**src/rtl/conv_core_ctrl_if.sv**
```systemverilog
// Window-in and result-out valid/ready bundle of the convolution core sequencer.
// slave = the sequencer's view, master = the producer/consumer side.
interface conv_core_ctrl_if #(
  parameter int IMA   = 8,
  parameter int NUM   = 49,
  parameter int OUT_W = 39
);
  logic                 win_valid;
  logic                 win_ready;
  logic [IMA*NUM-1:0]   win_data;
  logic                 res_valid;
  logic                 res_ready;
  logic [OUT_W-1:0]     res_data;

  modport master (output win_valid, win_data, res_ready,
                  input  win_ready, res_valid, res_data);
  modport slave  (input  win_valid, win_data, res_ready,
                  output win_ready, res_valid, res_data);
endinterface

```
**src/rtl/conv_core_ctrl.sv**
```systemverilog
// Sequencer for the 7x7 convolution core: weight/bias bank, credit-throttled
// window issue, and a show-ahead result FIFO that can never be overrun.
module conv_core_ctrl #(
  parameter int DATA  = 16,
  parameter int IMA   = 8,
  parameter int NUM   = 49,
  parameter int OUT_W = 39,
  parameter int RBUF  = 8,
  parameter int CNT_W = 16
) (
  input  logic                 clk,
  input  logic                 rst_n,
  input  logic                 cfg_wr,
  input  logic [5:0]           cfg_addr,
  input  logic [DATA-1:0]      cfg_data,
  input  logic                 start,
  input  logic [CNT_W-1:0]     num_px,
  conv_core_ctrl_if.slave      bus,
  output logic                 core_enable,
  output logic [IMA*NUM-1:0]   core_ima,
  output logic [DATA*NUM-1:0]  core_wei,
  output logic [DATA-1:0]      core_bias,
  input  logic                 core_valid,
  input  logic [OUT_W-1:0]     core_out,
  output logic                 busy,
  output logic                 done,
  output logic                 err_ovf
);
  localparam int PTR_W = $clog2(RBUF);
  localparam int WB_W  = $clog2(DATA*NUM);

  typedef enum logic [1:0] {IDLE = 2'd0, RUN = 2'd1, DRAIN = 2'd2, DONE = 2'd3} state_t;

  state_t                state_r, state_s;
  logic [CNT_W-1:0]      num_r, issued_r, popped_r;
  logic [PTR_W:0]        occ_r, wr_ptr_r, rd_ptr_r;
  logic [OUT_W-1:0]      mem_r [RBUF];
  logic [IMA*NUM-1:0]    core_ima_r;
  logic [DATA*NUM-1:0]   wei_r;
  logic [DATA-1:0]       bias_r;
  logic                  core_enable_r, busy_r, done_r, err_ovf_r;
  logic                  win_ready_s, win_hs_s, pop_s, push_s, full_s, empty_s;
  logic [WB_W-1:0]       wei_base_s;

  // occ counts every window not yet popped, so the FIFO always has room for it
  assign win_ready_s = (state_r == RUN) && (issued_r < num_r) && (occ_r < (PTR_W+1)'(RBUF));
  assign win_hs_s    = bus.win_valid && win_ready_s;
  assign empty_s     = (wr_ptr_r == rd_ptr_r);
  assign full_s      = (wr_ptr_r[PTR_W] != rd_ptr_r[PTR_W]) &&
                       (wr_ptr_r[PTR_W-1:0] == rd_ptr_r[PTR_W-1:0]);
  assign pop_s       = !empty_s && bus.res_ready;
  assign push_s      = core_valid && (!full_s || pop_s);
  assign wei_base_s  = WB_W'(cfg_addr) * WB_W'(DATA);

  assign bus.win_ready = win_ready_s;
  assign bus.res_valid = !empty_s;
  assign bus.res_data  = empty_s ? {OUT_W{1'b0}} : mem_r[rd_ptr_r[PTR_W-1:0]];
  assign core_enable   = core_enable_r;
  assign core_ima      = core_ima_r;
  assign core_wei      = wei_r;
  assign core_bias     = bias_r;
  assign busy          = busy_r;
  assign done          = done_r;
  assign err_ovf       = err_ovf_r;

  // Job sequencing next-state
  always_comb begin
    state_s = state_r;
    case (state_r)
      IDLE: begin
        if (start) begin
          if (num_px == CNT_W'(0)) state_s = DONE;
          else                     state_s = RUN;
        end else begin
          state_s = IDLE;
        end
      end
      RUN: begin
        if (win_hs_s && ((issued_r + CNT_W'(1)) == num_r)) state_s = DRAIN;
        else                                               state_s = RUN;
      end
      DRAIN: begin
        if (popped_r == num_r) state_s = DONE;
        else                   state_s = DRAIN;
      end
      DONE:    state_s = IDLE;
      default: state_s = IDLE;
    endcase
  end

  // State register with busy/done decoded ahead so they leave a flop
  always_ff @(posedge clk or negedge rst_n) begin
    if (!rst_n) begin
      state_r <= IDLE;
      busy_r  <= 1'b0;
      done_r  <= 1'b0;
    end else begin
      state_r <= state_s;
      busy_r  <= (state_s != IDLE);
      done_r  <= (state_s == DONE);
    end
  end

  // Job length and progress counters
  always_ff @(posedge clk or negedge rst_n) begin
    if (!rst_n) begin
      num_r    <= CNT_W'(0);
      issued_r <= CNT_W'(0);
      popped_r <= CNT_W'(0);
    end else if (state_r == IDLE && start) begin
      num_r    <= num_px;
      issued_r <= CNT_W'(0);
      popped_r <= CNT_W'(0);
    end else begin
      if (win_hs_s) issued_r <= issued_r + CNT_W'(1);
      if (pop_s)    popped_r <= popped_r + CNT_W'(1);
    end
  end

  // Occupancy credit: issued windows minus popped results
  always_ff @(posedge clk or negedge rst_n) begin
    if (!rst_n) begin
      occ_r <= (PTR_W+1)'(0);
    end else begin
      case ({win_hs_s, pop_s})
        2'b10:   occ_r <= occ_r + (PTR_W+1)'(1);
        2'b01:   occ_r <= occ_r - (PTR_W+1)'(1);
        default: occ_r <= occ_r;
      endcase
    end
  end

  // Window issue register and one-cycle core enable
  always_ff @(posedge clk or negedge rst_n) begin
    if (!rst_n) begin
      core_enable_r <= 1'b0;
      core_ima_r    <= {(IMA*NUM){1'b0}};
    end else begin
      core_enable_r <= win_hs_s;
      if (win_hs_s) core_ima_r <= bus.win_data;
    end
  end

  // Weight/bias bank, writable only between jobs
  always_ff @(posedge clk or negedge rst_n) begin
    if (!rst_n) begin
      wei_r  <= {(DATA*NUM){1'b0}};
      bias_r <= {DATA{1'b0}};
    end else if (state_r == IDLE && cfg_wr) begin
      if (cfg_addr < 6'(NUM))       wei_r[wei_base_s +: DATA] <= cfg_data;
      else if (cfg_addr == 6'(NUM)) bias_r <= cfg_data;
    end
  end

  // Result FIFO pointers and sticky overflow flag
  always_ff @(posedge clk or negedge rst_n) begin
    if (!rst_n) begin
      wr_ptr_r  <= (PTR_W+1)'(0);
      rd_ptr_r  <= (PTR_W+1)'(0);
      err_ovf_r <= 1'b0;
    end else begin
      if (push_s) wr_ptr_r <= wr_ptr_r + (PTR_W+1)'(1);
      if (pop_s)  rd_ptr_r <= rd_ptr_r + (PTR_W+1)'(1);
      if (core_valid && full_s && !pop_s) err_ovf_r <= 1'b1;
    end
  end

  // Result storage; contents are masked by the pointers so no reset needed
  always_ff @(posedge clk) begin
    if (push_s) mem_r[wr_ptr_r[PTR_W-1:0]] <= core_out;
  end
endmodule

```
**src/flat_wrapper.sv**
```systemverilog
// flat-port wrapper written by rule: the top's interface ports become plain ports
module conv_core_ctrl_flat 
#(
  parameter int DATA  = 16,
  parameter int IMA   = 8,
  parameter int NUM   = 49,
  parameter int OUT_W = 39,
  parameter int RBUF  = 8,
  parameter int CNT_W = 16
)
  (clk, rst_n, cfg_wr, cfg_addr, cfg_data, start, num_px, core_enable, core_ima, core_wei, core_bias, core_valid, core_out, busy, done, err_ovf, bus_win_valid, bus_win_data, bus_res_ready, bus_win_ready, bus_res_valid, bus_res_data);
  conv_core_ctrl_if #(.IMA(IMA), .NUM(NUM), .OUT_W(OUT_W)) bus_i ();
  input  logic clk;
  input  logic rst_n;
  input  logic cfg_wr;
  input  logic [5:0] cfg_addr;
  input  logic [DATA-1:0] cfg_data;
  input  logic start;
  input  logic [CNT_W-1:0] num_px;
  output logic core_enable;
  output logic [IMA*NUM-1:0] core_ima;
  output logic [DATA*NUM-1:0] core_wei;
  output logic [DATA-1:0] core_bias;
  input  logic core_valid;
  input  logic [OUT_W-1:0] core_out;
  output logic busy;
  output logic done;
  output logic err_ovf;
  input wire logic [$bits(bus_i.win_valid)-1:0] bus_win_valid;
  input wire logic [$bits(bus_i.win_data)-1:0] bus_win_data;
  input wire logic [$bits(bus_i.res_ready)-1:0] bus_res_ready;
  output wire logic [$bits(bus_i.win_ready)-1:0] bus_win_ready;
  output wire logic [$bits(bus_i.res_valid)-1:0] bus_res_valid;
  output wire logic [$bits(bus_i.res_data)-1:0] bus_res_data;
  assign bus_i.win_valid = bus_win_valid;
  assign bus_i.win_data = bus_win_data;
  assign bus_i.res_ready = bus_res_ready;
  assign bus_win_ready = bus_i.win_ready;
  assign bus_res_valid = bus_i.res_valid;
  assign bus_res_data = bus_i.res_data;
  conv_core_ctrl #(.DATA(DATA), .IMA(IMA), .NUM(NUM), .OUT_W(OUT_W), .RBUF(RBUF), .CNT_W(CNT_W)) u_core (.clk(clk), .rst_n(rst_n), .cfg_wr(cfg_wr), .cfg_addr(cfg_addr), .cfg_data(cfg_data), .start(start), .num_px(num_px), .bus(bus_i), .core_enable(core_enable), .core_ima(core_ima), .core_wei(core_wei), .core_bias(core_bias), .core_valid(core_valid), .core_out(core_out), .busy(busy), .done(done), .err_ovf(err_ovf));
endmodule
```
**config.mk**
```make
export PLATFORM = sky130hd
export DESIGN_NAME = conv_core_ctrl_flat
export DESIGN_NICKNAME = d
export VERILOG_FILES = /design/src/rtl/conv_core_ctrl_if.sv /design/src/rtl/conv_core_ctrl.sv /design/src/flat_wrapper.sv
export SDC_FILE = /design/constraint.sdc
export NUM_CORES = 2
export LEC_CHECK = 0
export CORE_AREA = 2 2 659 661
export DETAILED_ROUTE_END_ITERATION = 10
export DIE_AREA = 0 0 661 663
export GPL_TIMING_DRIVEN = 0
export PLACE_DENSITY = 0.3
export SLEW_MARGIN = 30
export SYNTH_ARGS = -nofsm -noshare
export SYNTH_HDL_FRONTEND = slang
export SYNTH_SLANG_ARGS = --single-unit
```
**constraint.sdc**
```tcl
create_clock -name clk -period 7.5 [get_ports clk]
set_clock_uncertainty 0.15 [all_clocks]
set_input_delay 1.5 -clock clk [delete_from_list [all_inputs] [get_ports clk]]
set_output_delay 1.5 -clock clk [all_outputs]
set_load 0.05 [all_outputs]
```
# Word level (Yosys, flattened, before mapping)
# Memory sizes are Yosys's and may differ from the RTL's.
# Index checks and enable logic that the tools add are counted.
[word_totals]
ff_bits = 1258
ram_bits = 312
in_bits = 476
out_inout_bits = 1237
wordCells = 77
memories = 1
[memory_table]
columns = ["memory", "words", "width", "read_ports", "rd_clocked_by_memory_dff", "wr", "line_no", "source"]
rows = [
  ["u_core.mem_r", 8, 39, 1, 0, 1, "conv_core_ctrl.sv:37", "logic [OUT_W-1:0] mem_r [RBUF];"],
]
[op_classes]
add_sub_neg = 7
n_lt_le_gt_ge = 3
eq_ne = 12
shifts = 2
mux = 14
n_bitwise = 1
n_reduce_logical = 23
[op_table]
columns = ["cell", "count"]
rows = [
  ["784-bit bitwise mux", 1],
  ["16-bit by 12-bit variable shift with 784-bit output, first input constant", 1],
  ["16-bit by 12-bit variable part select with 784-bit output", 1],
  ["16-bit 2-to-1 mux", 4],
  ["39-bit 2-to-1 mux", 1],
  ["16-bit by 1-bit adder with 16-bit output, second input constant", 2],
  ["16-bit == test", 2],
  ["16-bit zero test", 1],
  ["16-bit < comparator", 1],
  ["4-bit by 1-bit adder with 4-bit output, second input constant", 3],
  ["10-bit negation with 12-bit output", 1],
  ["1-bit logical AND", 11],
  ["2-bit == test, second input constant", 4],
  ["2-bit one-hot mux with 4 select lines", 1],
  ["4-bit one-hot mux with 2 select lines", 1],
  ["2-bit nonzero test", 4],
  ["6-bit == test, second input constant", 1],
  ["6-bit < comparator, second input constant", 1],
  ["2-bit 2-to-1 mux", 3],
  ["2-bit by 1-bit == test with 1-bit output, second input constant", 2],
  ["4-bit == test", 1],
  ["4-bit < comparator, second input constant", 1],
  ["4-bit by 1-bit subtractor with 4-bit output, second input constant", 1],
  ["3-bit == test", 1],
  ["8 further kinds", 12],
]

# Longest topological paths before layout
[logic_depth]
depth_word = 8
depth_mapped = 17
ltp_nobuf = 14

# Least setup slack after synthesis
# Ideal clock, no wire load.
[synth_timing]
path_kind = "input port to flip-flop"
startpoint = "input port bus_res_ready"
endpoint = "memory u_core.mem_r[0][0] (enable)"
setup_time_ps = 484
t_arrival_ps = 4585
required_ps = 6866
path_slack_ps = 2282
path_stages = 4
n_path_buf = 0
cell_sequence = "nand3b_1 > and2_1 > nand2b_1 > nor3_1"
[synth_between]
elab_chain_cells = 5
[synth_lines]
columns = ["item", "line_no", "source"]
rows = [
  ["start: declaration", "flat_wrapper.sv:31", "input wire logic [$bits(bus_i.res_ready)-1:0] bus_res_ready;"],
  ["1-bit logical AND", "conv_core_ctrl.sv:51", "assign pop_s = !empty_s && bus.res_ready;"],
  ["1-bit logical OR", "conv_core_ctrl.sv:52", "assign push_s = core_valid && (!full_s || pop_s);"],
  ["1-bit logical AND", "conv_core_ctrl.sv:52", ""],
  ["1-bit 2-to-1 mux", "conv_core_ctrl.sv:170", "if (push_s) mem_r[wr_ptr_r[PTR_W-1:0]] <= core_out;"],
  ["1-bit 2-to-1 mux (not written as such)", "conv_core_ctrl.sv:170", ""],
  ["end: declaration", "conv_core_ctrl.sv:37", ""],
]
# No other way between the ends.

# Final worst setup path
[layout_timing]
startpoint = "input port cfg_addr[0]"
endpoint = "register u_core.wei_r[587] (netlist: u_core.core_wei[587])"
[layout_between]
elab_chain_cells = 3
elab_cells_between_ends = 6
cone_classes = "1 x add/sub; 1 x order compare; 2 x shift; 1 x mux; 1 x reduce/logical"
[layout_lines]
columns = ["item", "line_no", "source"]
rows = [
  ["start: declaration", "flat_wrapper.sv:16", "input logic [5:0] cfg_addr;"],
  ["10-bit negation with 12-bit output", "conv_core_ctrl.sv:150", "if (cfg_addr < 6'(NUM)) wei_r[wei_base_s +: DATA] <= cfg_data;"],
  ["16-bit by 12-bit variable part select with 784-bit output or 16-bit by 12-bit variable shift with 784-bit output (tied branches)", "conv_core_ctrl.sv:150", ""],
  ["784-bit bitwise mux", "conv_core_ctrl.sv:150", ""],
  ["end signal: assignment", "conv_core_ctrl.sv:147", "wei_r <= {(DATA*NUM){1'b0}};"],
  ["end signal: indexed assignment", "conv_core_ctrl.sv:150", ""],
  ["end: declaration", "conv_core_ctrl.sv:39", "logic [DATA*NUM-1:0] wei_r;"],
]
# Parallel ways exist; a longest one is shown, timed or not.
# A chain may end at the register's enable or synchronous reset.

==> run metrics <==
syn_nets=5775; met3 Usage GRT=under 10%; hold-fix buffers at CTS=0; gp weighted congestion=0.883; CTS tree=yes; overall routed net length=roughly 370000 um; Final Hold Fails=0; Final Instance Area=93300 sq um; cells on worst reg2reg path=17; Critical Path Most Common Cell=clkbuf_1; Post-synth EDFFs=between 300 and 400; async set-reset flop share out of synthesis=80.1%; Final setup viols=0; clk root buf=clkbuf_16; largest net degree at the start of global routing=113; GRT met2 Usage=28.8%; worst-margin pin slew=~1.0 ns; Cell Rows=about 240; CP Launch Type=input port; Slew Limit Fails=0; Clock transition at path regs=0.06 ns; Netlist cell types=74; Pwr per Cell Area=364 nW/um^2; MaxCap Viol Count=0; Slew headroom=33.3%; Final HPWL DP=294000 um; share of layout cells above drive strength 1=11.5%; unrepaired setup endpoints after global routing=no; FILL cells=46.7k; H-tree depth=4; worst hold path type=flip-flop to flip-flop; Syn Area/Cell=11.6 sq um; Die X=661 um; DIE AREA=about 440000 sq um; met1 usage=between 10% and 20%; Crit Reg-Reg Startpoint=u_core.num_r[12]; clock sinks=1570; first-pass GRT wire length=484000 um; min Tclk post-route=6.44 ns; GRT overflow=0; synth top area cells=dfrtp_1 52%, edfxtp_1 15%, nand2_1 12%, mux2_2 3.7%, o21ai_0 3.4%; Top FF cell, synth=dfrtp_1; cell taking the most area after synthesis=dfrtp_1; Placed Area=86600 sq um; First-pass DRT Iterations=6; Port Buf Inserts=1710; Worst Path Arrival=7.06 ns; synth cell count leaders=1894 x nand2_1, 1258 x dfrtp_1, 418 x o21ai_0; Design Power=33900 uW; DRC viols=0; initial antenna violation count=81; Worst VDD drop=~0.00025 V; vias in the first global route=50.9k; most numerous cell in the Yosys netlist=nand2_1; Num CTS Buffers=~200; Crit. End Element=flip-flop; Yosys warnings=0; drt wl/cell=27.9 um; static leakage=around 0.039 uW; Layout area overhead=53.0%; crit path capture=u_core.core_wei[587]; Post-Syn Area=60900 sq um; FF+latch count, synth=1570; R2R Setup Slk=2.66 ns; Worst path max stage delay=between 0.7 and 0.8 ns; Worst EP required=approximately 8.1 ns; global routing's busiest layer=met2; routed vias/inst=3.75; I/O Pins=1713; post-CTS setup buffers=0; period utilisation layout=roughly 86%; Gate Count Post-Synth=5271; worst skew pair latency=0.90 ns; Max clock buf depth=4; Core ar.=432000 sq um; Final ANT Viol Nets=0; Critical Path Start=cfg_addr[0]; Reg area=40800 sq um; nets@finish=7752; Critical Path Fanout Max=10; overall routing resource usage=16.2%; Critical-path top delay cell=nor4_4; fmax=0.155 GHz; drt first-iter violations=3297; Multi-input gate area=between 15000 and 20000 sq um; Gates resized, CTS repair=0; Setup Crit Path Kind=input port to flip-flop; Initial Util=roughly 14%; height of the die=663 um; vias=49.3k; CP Cell Sequence=clkdlybuf4s50_1 -> buf_2 -> clkbuf_1 -> clkbuf_1 -> inv_1 -> ha_1 -> xor2_1 -> nor2_1 -> nand2_1 -> nor4_4 -> buf_4 -> mux2_1; outcome=complete, no violations; sequential-to-total area share from yosys stat=67.0%; Critical R2R Capture=u_core.occ_r[3]; Yosys top cell area share=between 50% and 60%
report_power, final:
part | leakage [uW] | switching, uW | internal (uW)
registers | 0.0196 | 875 | 10100
clock network | 0.00324 | 4170 | 5780
logic | 0.0157 | 9220 | 3800
area by class of cell:
cell class              instances  area share [%]
flip-flops and latches       1570            43.8
multi-input cells            3312            19.8
repair buffers               1769            19.7
well taps                    5734            7.69
clock buffers                 301            6.32
plain buffers                 361            1.76
clock inverters                72           0.761
inverters                      28           0.113
diodes                         20          0.0537
layer usage:
| layer | routed length, um | vias to the layer above |
|---|---|---|
| met5 | 374 | - |
| met4 | 17000 | 58 |
| met3 | 25300 | 493 |
| met2 | 185000 | 1764 |
| met1 | 139000 | 25200 |
| li1 | - | 21800 |
state kept, by name, indices dropped and copies added, names as in the netlist:
signal,cells
u_core.issued_r,16
u_core.core_bias,16
u_core.core_ima,392
u_core.busy,1
u_core.wr_ptr_r,4
u_core.num_r,16
u_core.done,1
u_core.err_ovf,1
u_core.core_enable,1
u_core.rd_ptr_r,4
u_core.core_wei,784
u_core.state_r,2
u_core.mem_r,312
u_core.occ_r,4
u_core.popped_r,16
kinds of logic (layout without fill, tap and decap cells):
family | count (synthesis) | in the layout | share of synthesized area [%]
and+or+nand+nor | 2214 | 2214 | 14.6
DFF | 1570 | 1570 | 67.0
AOI/OAI and AO/OA | 664 | 664 | 6.45
buffers and inverters | 389 | 2531 | 2.77
muxes | 340 | 340 | 7.64
xor gates and xnor gates | 66 | 66 | 0.973
adders and majority gates | 28 | 28 | 0.587
other | 0 | 20 | 0
cells in the final DEF (no fill, tap or decap), types with 19 or more instances in the layout:
master / instances
o21ai_0: 418
xnor2_1: 43
xor2_1: 21
edfxtp_1: 312
clkbuf_8: 32
o31ai_1: 192
mux2_2: 201
mux2i_1: 42
nor2_1: 66
buf_4: 21
clkbuf_2: 37
mux4_2: 78
mux2_1: 19
clkbuf_1: 262
buf_16: 37
clkdlybuf4s50_1: 1707
ha_1: 27
inv_1: 26
a21oi_1: 20
nand3_1: 100
buf_2: 101
clkbuf_16: 209
clkinv_2: 34
nand2_1: 1893
diode_2: 20
dfrtp_1: 1258
stage by stage:
stage                     worst slack (ns)  utilization, %  hold WS [ns]  TNS [ns]  std cells
after floorplan                       2.28               -         0.293         0       5271
after global placement              -60.45            19.7         0.312         -      12700
after detailed placement          -0.00657            20.0         0.311  -0.00657      12800
after CTS                            0.991            21.6         0.253         0      13100
after global routing                 0.981            21.6         0.287         0      13200
final                                 1.06            21.6         0.323         0      13200
worst min-delay path by stage:
stage | start | to | slack, ns | cells after the start
finish | u_core.core_ima[301] | u_core.core_ima[301] | 0.32 | 2
floorplan | u_core.occ_r[3] | u_core.occ_r[3] | 0.29 | 1
global route | rst_n | u_core.core_wei[147] | 0.29 | 1
global placement | u_core.core_ima[12] | u_core.core_ima[12] | 0.31 | 2
CTS | rst_n | u_core.core_wei[147] | 0.25 | 1
detailed placement | u_core.core_ima[301] | u_core.core_ima[301] | 0.31 | 2
critical path: cells and delay by family:
kind / cells / cell delay, ns
xor+xnor: 1 / 0.26
fa+ha+maj: 1 / 0.33
buf+inv: 6 / 2.55
mux: 1 / 0.36
simple gates: 3 / 2.01
Note: power is estimated with default switching activity, not from simulation.
